`config.mk`:
```
export PLATFORM = sky130hd
export DESIGN_NAME = serial_subtractor
export DESIGN_NICKNAME = d
export VERILOG_FILES = /design/src/rtl/serial_subtractor_pkg.sv /design/src/rtl/serial_sub_cell.sv /design/src/rtl/serial_subtractor.sv
export SDC_FILE = /design/constraint.sdc
export NUM_CORES = 1
export LEC_CHECK = 0
export ABC_AREA = 1
export BUFFER_PORTS_ARGS = -buffer_cell sky130_fd_sc_hd__buf_2
export CORE_MARGIN = 2
export CORE_UTILIZATION = 39
export CTS_CLUSTER_SIZE = 28
export DETAILED_ROUTE_END_ITERATION = 8
export GPL_TIMING_DRIVEN = 0
export PLACE_DENSITY = 0.7
export SYNTH_ARGS = -nofsm -noshare
export SYNTH_HDL_FRONTEND = slang
export SYNTH_HIERARCHICAL = 1
export SYNTH_SLANG_ARGS = --single-unit
```
`constraint.sdc`:
```
create_clock -name clk -period 4.7 [get_ports clk]
set_input_delay 0.47 -clock clk [delete_from_list [all_inputs] [get_ports clk]]
set_output_delay 0.47 -clock clk [all_outputs]
set_load 0.005 [all_outputs]
```
`src/rtl/serial_subtractor_pkg.sv`:
```
// Shared types and constants for the bit-serial subtractor.
// The FSM state encoding lives here so the top level and the bench agree on it.
package serial_subtractor_pkg;

    localparam int DEFAULT_WIDTH = 8;

    typedef enum logic [1:0] {
        ST_IDLE     = 2'd0,
        ST_NOBORROW = 2'd1,
        ST_BORROW   = 2'd2,
        ST_DONE     = 2'd3
    } state_t;

endpackage

```
`src/rtl/serial_sub_cell.sv`:
```
// Combinational one-bit full subtractor: d = a - b - br, bo = borrow out.
module serial_sub_cell (
    input  logic i_a,
    input  logic i_b,
    input  logic i_br,
    output logic o_d,
    output logic o_bo
);

    assign o_d  = i_a ^ i_b ^ i_br;
    assign o_bo = (~i_a & i_b) | (~(i_a ^ i_b) & i_br);

endmodule

```
`src/rtl/serial_subtractor.sv`:
```
// Bit-serial subtractor, LSB first. The incoming borrow is carried in the FSM
// state itself (NOBORROW/BORROW), so no separate borrow flop is needed.
module serial_subtractor
    import serial_subtractor_pkg::*;
#(
    parameter int WIDTH = DEFAULT_WIDTH
) (
    input  logic             clk,
    input  logic             reset,
    input  logic             start,
    input  logic             bit_valid,
    input  logic             a,
    input  logic             b,
    output logic             ser_d,
    output logic             ser_v,
    output logic             busy,
    output logic [WIDTH-1:0] diff,
    output logic             borrow_out,
    output logic             ovf,
    output logic             done
);

    localparam int CNT_W = (WIDTH > 1) ? $clog2(WIDTH) : 1;

    state_t             r_state;
    logic [CNT_W-1:0]   r_cnt;
    logic [WIDTH-2:0]   r_shift;
    logic [WIDTH-1:0]   r_diff;
    logic               r_borrow;
    logic               r_ovf;
    logic               r_done;
    logic               r_ser_d;
    logic               r_ser_v;

    logic               w_br;
    logic               w_d;
    logic               w_bo;
    logic               w_last;
    logic [WIDTH-1:0]   w_full;
    logic [WIDTH-2:0]   w_shift_next;

    assign w_br   = (r_state == ST_BORROW);
    assign w_last = (r_cnt == CNT_W'(WIDTH - 1));

    serial_sub_cell u_cell (
        .i_a  (a),
        .i_b  (b),
        .i_br (w_br),
        .o_d  (w_d),
        .o_bo (w_bo)
    );

    // The newest bit is never stored: it goes straight into the top of the
    // assembled word, so WIDTH-1 flops hold everything consumed before it.
    assign w_full       = {w_d, r_shift};
    assign w_shift_next = w_full[WIDTH-1:1];

    always_ff @(posedge clk) begin
        if (!reset) begin
            r_state  <= ST_IDLE;
            r_cnt    <= '0;
            r_shift  <= '0;
            r_diff   <= '0;
            r_borrow <= 1'b0;
            r_ovf    <= 1'b0;
            r_done   <= 1'b0;
            r_ser_d  <= 1'b0;
            r_ser_v  <= 1'b0;
        end else begin
            r_done  <= 1'b0;
            r_ser_v <= 1'b0;
            unique case (r_state)
                ST_IDLE: begin
                    if (start) begin
                        r_state <= ST_NOBORROW;
                        r_cnt   <= '0;
                        r_shift <= '0;
                    end
                end
                ST_NOBORROW, ST_BORROW: begin
                    if (bit_valid) begin
                        r_ser_d <= w_d;
                        r_ser_v <= 1'b1;
                        r_shift <= w_shift_next;
                        if (w_last) begin
                            r_state  <= ST_DONE;
                            r_cnt    <= '0;
                            r_diff   <= w_full;
                            r_borrow <= w_bo;
                            // Signed overflow: operand signs differ and result sign differs from a.
                            r_ovf    <= (a != b) && (w_d != a);
                            r_done   <= 1'b1;
                        end else begin
                            r_cnt   <= r_cnt + CNT_W'(1);
                            r_state <= w_bo ? ST_BORROW : ST_NOBORROW;
                        end
                    end
                end
                ST_DONE: begin
                    r_state <= ST_IDLE;
                end
                default: begin
                    r_state <= ST_IDLE;
                end
            endcase
        end
    end

    assign busy       = (r_state == ST_NOBORROW) || (r_state == ST_BORROW);
    assign ser_d      = r_ser_d;
    assign ser_v      = r_ser_v;
    assign diff       = r_diff;
    assign borrow_out = r_borrow;
    assign ovf        = r_ovf;
    assign done       = r_done;

endmodule

```
==> impl_metrics.tcl, run 1 <==
set metrics [dict create \
    grt_pass1_wl_um 3660 \
    nets 178 \
    peakVddDrop_mv 0.241 \
    intPower_uw 271 \
    ctsHoldBuffers 0 \
    p_seq_frac 0.585 \
    ant_nets 0 \
    cts.htree.levels 1 \
    power.density_mw_per_mm2 302 \
    antenna_found_initial 0 \
    placedCellCount 192 \
    fillers 290 \
    drt_iter0_drc 13 \
    grt_pass1_vias 863 \
    setup_viol 0 \
    syn_avg_cell_area_um2 7.66 \
    fin_cells 196 \
    ys_warn_count 6 \
    diodes 0 \
    port_buffers 19 \
    synth_area_mm2 0.00109 \
    slew-limit-headroom 0.710 \
    fin_setup_tns_ns 0 \
    viasPerCell 4.80 \
    final-max-slew-violation-count 0 \
    synth_xor_area_frac 0 \
    rsz0062_at_grt "false" \
    postCtsSetupBuffers 0 \
    area_growth_syn_to_layout_pct 15.1 \
    globalplace.congestion 0.771 \
    grtUsageTotal 0.145 \
    skew_ns 0.00391 \
    fp-row-count 19 \
    yosysTopAreaCell "dfxtp_1" \
    cts_tree "yes" \
    postCtsResizedCells 0 \
    final_common_cell "nor2_1" \
    worstSkewPairLatency_ns 0.33 \
    gr-total-overflow 0 \
    stdcell_area_mm2 0.00125 \
    cts_root_buf "clkbuf_4" \
    routedWlPerCell_um 10.6 \
    switching_share 0.284 \
    netlist_instances 142 \
    synth_top_family_by_area "simple AND/OR/NAND/NOR gates" \
    grt_max_degree 16 \
    hold_path_class "input port to flop" \
    max_cap_viol_count 0 \
    path_clk_slew_ns 0.14 \
    clock_power_share 0.266 \
    yosys.area_share.simple 0.255 \
    yosys.area.top_type_share 0.460 \
    drc 0 \
    min_period_ns 1.78 \
    synthTopCellsByArea "dfxtp_1, nor2_1, nand2_1, ha_1, inv_1" \
    dp_hpwl_um 1580 \
    final_cell_mix "nor2_1, nand2_1, dfxtp_1" \
    yosysUniqueCellTypes 20 \
    status "finished clean" \
    p_switching_uw 107 \
    clock.fmax_mhz 563 \
    finalPower_uw 378 \
    cts_buffers 3 \
    synth-compound-area-share 0.116 \
    critPathArrivalTime_ns 1.31 \
    cts.sinks 25 \
    critical_path_class "flop to output port" \
    finalHoldViolCount 0 \
    ys_ff_latch 25 \
    synthAdderAreaFrac 0.0759 \
    cp_max_fo 6 \
    yosysSeqAreaShare 0.460 \
    clock_path_buffers 2 \
    core_mm2 0.00271 \
    start_util 0.401 \
    crit_path_start_kind "flop" \
    cellLeakagePower_uw 0.000614 \
    drive_above_1_share 0.200 \
    die_w_um 56.8 \
    share_comb_of_total_power 0.149 \
    drt_pass1_iterations 4 \
    cp.required_ns 4.23 \
    synth.net_count 154 \
    wl_um 2080 \
    num_vias 940 \
    fin_crit_sh 0.378 \
    die_h_um 56.8 \
    ioPinCount 20 \
    dieArea_mm2 0.00323 \
    muxShareOfSynthArea 0 \
    worstSetupEndpointType "output port" \
    place_area_mm2 0.00122 \
    worst_slew_pin_slew_ns 0.435 \
]
## synthesized netlist by cell type
master and instances:
o21ai_0 9, a21oi_2 1, inv_2 1, o21a_1 1, nand3_1 9, buf_6 2
nand2_2 2, dfxtp_1 25, a21oi_1 10, nor2_1 28, buf_2 2, nand3_2 1
o211ai_1 2, inv_1 15, fa_1 1, clkinv_1 1, nor2_4 1, ha_1 5
clkbuf_1 1, nand2_1 25
## final cells by class
class	count	area, um^2	share of cell area
Buffer	5	36.3	0.0290
Clock buffer	3	22.5	0.0180
Clock inverter	1	7.51	0.00600
Inverter	17	63.8	0.0510
Multi-Input combinational cell	95	487	0.389
Sequential cell	25	500	0.400
Tap cell	31	38.8	0.0310
Timing Repair Buffer	19	95.1	0.0760
## flip-flops by register name, summed over array words and instances (netlist names), 2 cells and up
signal / count
diff: 8
r_state: 2
r_shift: 7
r_cnt: 3
## cell families (layout without fill, tap and decap cells)
kind of cell / count (synthesis) / count (layout)
compound gates: 23 / 23
flops: 25 / 25
fa+ha+maj: 6 / 6
simple gates: 66 / 66
buf+inv: 22 / 45
## critical path, stage by stage (launching register included)
cell and delay, ns:
dfxtp_1 0.40, inv_1 0.06, ha_1 0.37, buf_2 0.15
## through the flow
stage	worst slack, ns	utilization	hold slack, ns
3_3_place_gp	3.08	0.451	0.450
5_1_grt	2.83	0.462	0.406
6_report	2.92	0.462	0.409
3_5_place_dp	3.04	0.451	0.456
2_1_floorplan	3.22	-	0.439
4_1_cts	2.90	0.462	0.401
## power by group through the flow
stage / sequential (uW) / combinational, uW / clock [uW]
after detailed placement: 226 / 57.4 / 0
after floorplan: 225 / 41.4 / 0
after global routing: 222 / 65.8 / 111
after global placement: 225 / 54.5 / 0
after CTS: 221 / 57.7 / 104
final: 221 / 56.4 / 100
## per-layer routing
metal	vias to the layer above	track usage	part of all wire
li1	490	-	-
met2	19	0.226	0.46
met5	-	0	0
met1	426	0.186	0.47
met3	5	0.0323	0.048
met4	0	0.0797	0.024
## path summary, 6_finish.rpt
path | to | depth (start not counted) | startpoint | slack (ns)
worst max register to register | ovf | 8 | r_state[0] | 3.08
worst min register to register | r_shift[0] | 2 | r_shift[0] | 0.47
worst max-delay path | busy | 3 | r_state[1] | 2.92
worst min-delay path | ser_d | 3 | reset | 0.41
Power figures use the tool's default switching activity.
==> run 2: changes to the inputs <==
Settings changed: ABC_AREA 1 to 0, PLACE_DENSITY 0.7 to 0.72.
Clock period 4.7 ns to 1.5 ns, I/O delays scaled along.
==> run 2 against run 1 <==
Compared with the run above:
- synthesized cell count down 23%
- via count shrank 3.5%
- register-to-register slack worse by 3.1 ns
- non-clock buffer count increased by 7
- the run now ends with negative setup slack left
- sequential share of layout area decreased by 4.2 points
- flip-flop and latch count unchanged
- utilization rose by 5.5 points
- combinational power grew to 5.9 times the previous value
- cell area rose by 13%
- routed wire length increased by 12%
==> impl_metrics.tcl, run 2 <==
set metrics [dict create \
    syn_avg_cell_area_um2 10.1 \
    final-max-slew-violation-count 0 \
    hold_path_class "input port to flop" \
    worstSetupEndpointType "flop" \
    drt_iter0_drc 13 \
    yosysTopAreaCell "dfxtp_1" \
    port_buffers 19 \
    peakVddDrop_mv 1.02 \
    p_switching_uw 400 \
    finalHoldViolCount 0 \
    cts_tree "yes" \
    clock_power_share 0.237 \
    die_w_um 57.3 \
    yosysSeqAreaShare 0.451 \
    fin_cells 172 \
    clock.fmax_mhz 646 \
    yosys.area.top_type_share 0.451 \
    gr-total-overflow 0 \
    area_growth_syn_to_layout_pct 27.5 \
    wl_met2_um 1160 \
    drt-met1-wl_um 1060 \
    cp_max_fo 5 \
    skew_ns 0.00647 \
    crit_path_start_kind "flop" \
    ys_top_cells_by_count "dfxtp_1, nand2_1, a32o_2, a21boi_1, inv_1" \
    cts.htree.levels 1 \
    drc 0 \
    yosys.cell_count.top_type "dfxtp_1" \
    path_clk_slew_ns 0.15 \
    final_cell_mix "nand2_1, dfxtp_1, buf_2" \
    fp-row-count 19 \
    cts_buffers 3 \
    slew-limit-headroom 0.733 \
    min_period_ns 1.55 \
    synth.net_count 122 \
    synthTopCellsByArea "dfxtp_1, a32o_2, nand2_1, ha_1, a21boi_1" \
    grtUsageTotal 0.145 \
    netlist_instances 110 \
    yosysUniqueCellTypes 31 \
    diodes 0 \
    dieArea_mm2 0.00329 \
    ant_nets 0 \
    synth_area_mm2 0.00111 \
    cts_root_buf "clkbuf_4" \
    grt_pass1_wl_um 3730 \
    top_layer_used "met3" \
    drive_above_1_share 0.433 \
    finalPower_uw 1350 \
    rsz0062_at_grt "true" \
    share_comb_of_total_power 0.246 \
    worst_slew_pin_slew_ns 0.400 \
    critPathLaunch "r_state[0]" \
    viasPerCell 5.27 \
    failed_checks "negative setup slack" \
    r2r-start "r_state[0]" \
    nets 154 \
    synth-async-reset-ratio 0 \
    wl_um 2340 \
    antenna_found_initial 0 \
    power.density_mw_per_mm2 952 \
    p_seq_frac 0.517 \
    grt_max_degree 16 \
    placedCellCount 160 \
    worst_slack_ns -0.0474 \
    status "finished, violations left" \
    intPower_uw 946 \
    setup_viol 1 \
    critical_path_class "flop to flop" \
    core_mm2 0.00273 \
    drt_pass1_iterations 4 \
    wl_met3_um 117 \
    worstSkewPairLatency_ns 0.33 \
    switching_share 0.297 \
    final_util 0.517 \
    clock_path_buffers 2 \
    cts.sinks 25 \
    synth-main-ff-cell "dfxtp_1" \
    critPathArrivalTime_ns 1.78 \
    ys_warn_count 6 \
    globalplace.congestion 0.747 \
    whs_ns 0.103 \
    fin_crit_sh 1.03 \
    ioPinCount 20 \
    hp-start "reset" \
    max_cap_viol_count 0 \
    dp_hpwl_um 1540 \
    cellLeakagePower_uw 0.000636 \
    routedWlPerCell_um 13.6 \
    die_h_um 57.3 \
    grt_pass1_vias 852 \
    cp.required_ns 1.74 \
    num_vias 907 \
    ys_ff_latch 25 \
    start_util 0.405 \
    final_common_cell "nand2_1" \
    largest_reg_flops 8 \
    synth_edf_count 0 \
]
run 2: changes by cell type in the layout (fill, tap and decap cells not counted), sizes merged, moves of 3 or more:
| cell | delta |
|---|---|
| nand3 | -8 |
| buf | +7 |
| inv | -10 |
| nor2 | -27 |
| o21ai | -8 |
| a32o | +8 |
| a21oi | -8 |
| a21boi | +10 |
| mux2i | +3 |
run 2: power by group through the flow:
stage	combinational, uW	sequential, uW	clock [uW]
6_report	332	696	318
3_5_place_dp	219	709	0
4_1_cts	252	693	317
5_1_grt	361	699	338
2_1_floorplan	164	708	0
3_3_place_gp	208	709	0
run 2: metal layers:
metal / GRT usage / vias up
li1: - / 452
met1: 0.169 / 425
met3: 0.0431 / 0
met4: 0.0199 / 0
met2: 0.268 / 30
met5: 0 / -
run 2: repair_timing:
action                     in CTS  in global routing
hold buffers                    0                  0
gates resized for setup         4                 11
buffers inserted                5                  2
setup endpoints to repair      21                 23
cloned                          0                  1
pin swaps                       3                  1
run 2: stage by stage:
step	area, um^2	TNS (ns)	setup slack [ns]
after floorplan	1120	-0.00183	-0.00183
after global placement	1260	-0.434	-0.105
after detailed placement	1260	-1.43	-0.123
after CTS	1340	-0.358	-0.0448
after global routing	1410	-0.251	-0.141
final	1410	-0.0474	-0.0474
run 2: critical path, cell delays in order, from the launching register on:
cell     delay [ns]
dfxtp_2        0.39
inv_4          0.05
ha_4           0.15
inv_2          0.04
fa_2           0.46
and3b_1        0.20
a21oi_2        0.10
a21oi_1        0.07
run 2: path summary, 6_finish.rpt:
check	endpoint	slack, ns	cells after the start
worst max-delay path	ovf	-0.05	7
worst min-delay path	r_cnt[0]	0.10	3
worst max register to register	ovf	-0.05	7
worst min register to register	diff[7]	0.46	2
run 2: cell type report:
cell class	count	area, um^2
inverter	6	27.5
fill	270	1320
tap	31	38.8
clock buffer	3	22.5
multi-input combinational	75	621
clock inverter	1	7.51
buffer	5	40.0
sequential	25	505
timing repair buffer	26	151
run 2: kinds of logic (layout without fill, tap and decap cells):
kind of cell,Yosys count,in the layout,synth area share
mux,3,3,0.0271
simple gates,40,40,0.193
buf+inv,11,41,0.0530
compound gates,25,26,0.201
fa+ha+maj,6,6,0.0745
flops,25,25,0.451
==> run 3: changes to the inputs <==
Settings changed: CORE_UTILIZATION 39 to 48, PLACE_DENSITY 0.72 to 0.84.
==> run 3 against run 2 <==
Compared with the run above:
- the flow still finishes with violations (negative setup slack)
- clock skew increased by 0.0021 ns
- utilization is 13 points higher
- sequential power hardly changed
- register-to-register slack got worse by 0.03 ns
- flip-flop and latch count unchanged
- count of clock-buffer cells in the layout did not move
- routed wire length grew 1.8%
- global-route usage increased by 4.3 points
- combinational power shrank 1%
- die area fell by 18%
- critical path type unchanged
- critical endpoint is now r_shift[6]
- largest cell class unchanged
==> impl_metrics.tcl, run 3 (synthesis results as in run 2) <==
set metrics [dict create \
    switching_share 0.295 \
    area_growth_syn_to_layout_pct 27.7 \
    wl_um 2380 \
    cp.required_ns 1.74 \
    path_buf_inv 3 \
    ioPinCount 20 \
    cts_root_buf "clkbuf_4" \
    fp-row-count 17 \
    final-seq-area_um2 505 \
    r2r-start "r_state[0]" \
    multi_input_area_um2 626 \
    rsz0062_at_grt "true" \
    peakVddDrop_mv 0.615 \
    slew-limit-headroom 0.746 \
    worstPathCellList "inv_4, ha_4, inv_2, fa_2, buf_4, a32o_2" \
    antenna_found_initial 0 \
    slowest_stage "fa_2" \
    drt_iter0_drc 18 \
    min_period_ns 1.58 \
    port_buffers 19 \
    failed_checks "negative setup slack" \
    grt_pass1_vias 860 \
    rrSetupSlack_ns -0.08 \
    nets 154 \
    critPathArrivalTime_ns 1.82 \
    cts.htree.levels 1 \
    slowest_delay_ns 0.47 \
    cts_buffers 3 \
    die_h_um 52.1 \
    start_util 0.506 \
    clock.fmax_mhz 633 \
    cellLeakagePower_uw 0.000639 \
    status "finished, violations left" \
    drt_pass1_iterations 4 \
    ant_nets 0 \
    setup_viol 3 \
    largest_reg_flops 8 \
    grt_pass1_wl_um 3770 \
    share_comb_of_total_power 0.245 \
    p_seq_frac 0.519 \
    place_area_mm2 0.00125 \
    p_switching_uw 395 \
    intPower_uw 944 \
    hp-start "reset" \
    crit_path_start_kind "flop" \
    skew_ns 0.00853 \
    critPathLaunch "r_state[0]" \
    whs_ns 0.117 \
    dieArea_mm2 0.00271 \
    dp_hpwl_um 1500 \
    clock_path_buffers 2 \
    cts_tree "yes" \
    fin_crit_sh 1.05 \
    stdcell_area_mm2 0.00142 \
    final_util 0.646 \
    clock_power_share 0.236 \
    grt_max_degree 16 \
    final-max-slew-violation-count 0 \
    ctsHoldBuffers 0 \
    die_w_um 52.1 \
    globalplace.congestion 0.754 \
    grtUsageTotal 0.188 \
    routedWlPerCell_um 14.1 \
    worst_slack_ns -0.0808 \
    diodes 0 \
    critical_path_class "flop to flop" \
    worstSetupEndpointType "flop" \
    fin_setup_tns_ns -0.139 \
    num_vias 911 \
    cp_top_family "adder cells" \
    power.density_mw_per_mm2 946 \
    max_cap_viol_count 0 \
    path_clk_slew_ns 0.14 \
    viasPerCell 5.39 \
    cts.sinks 25 \
    hold_path_class "input port to flop" \
    finalHoldViolCount 0 \
    worst_slew_pin_slew_ns 0.381 \
    gr-total-overflow 0 \
    worstSkewPairLatency_ns 0.33 \
    cp_max_fo 4 \
    final_cell_mix "nand2_1, dfxtp_1, buf_2" \
    drive_above_1_share 0.447 \
    finalPower_uw 1340 \
    fillers 179 \
    drc 0 \
    core_mm2 0.00219 \
]
## run 3: cell counts in the layout (fill, tap and decap cells not counted)
No cell type changed its count.
## run 3: layout make-up
type	count	area share
multi-input combinational	75	0.442
sequential	25	0.357
timing repair buffer	26	0.107
buffer	5	0.0283
tap	28	0.0248
inverter	6	0.0195
clock buffer	3	0.0159
clock inverter	1	0.00531
## run 3: per-stage QoR
step           setup WS (ns)  cells
3_3_place_gp         -0.0736    157
2_1_floorplan       -0.00183    110
4_1_cts              -0.0548    166
6_report             -0.0808    169
5_1_grt               -0.104    169
3_5_place_dp          -0.113    157
## run 3: worst reg2reg max path, stage by stage (launching register included)
cell and delay, ns:
dfxtp_2 0.38, inv_4 0.05, ha_4 0.15, inv_2 0.06, fa_2 0.47, buf_4 0.16, a32o_2 0.22
## run 3: final timing paths
check / endpoint / cells after the start
setup / recovery: r_shift[6] / 6
setup reg to reg: r_shift[6] / 6
hold reg to reg: diff[5] / 2
hold / removal: r_cnt[0] / 3
## run 3: layer usage
metal	up-vias	wire length, um	GRT usage
li1	453	-	-
met1	434	1050	0.223
met2	17	1220	0.338
met3	7	44	0.00862
met4	0	65	0.101
met5	-	0	0
## run 3: repair_timing
action                                  4_1_cts  5_1_grt
gates resized for setup                       7       13
pin swaps                                     3        4
endpoints found under the setup margin       22       24
gates cloned                                  1        1
buffers inserted                              4        2
## run 3: power groups by stage
stage / registers (uW) / clock network [uW] / logic, uW
after floorplan: 708 / 0 / 164
after detailed placement: 711 / 0 / 217
after global routing: 697 / 340 / 352
after CTS: 694 / 309 / 286
after global placement: 708 / 0 / 206
final: 695 / 316 / 328
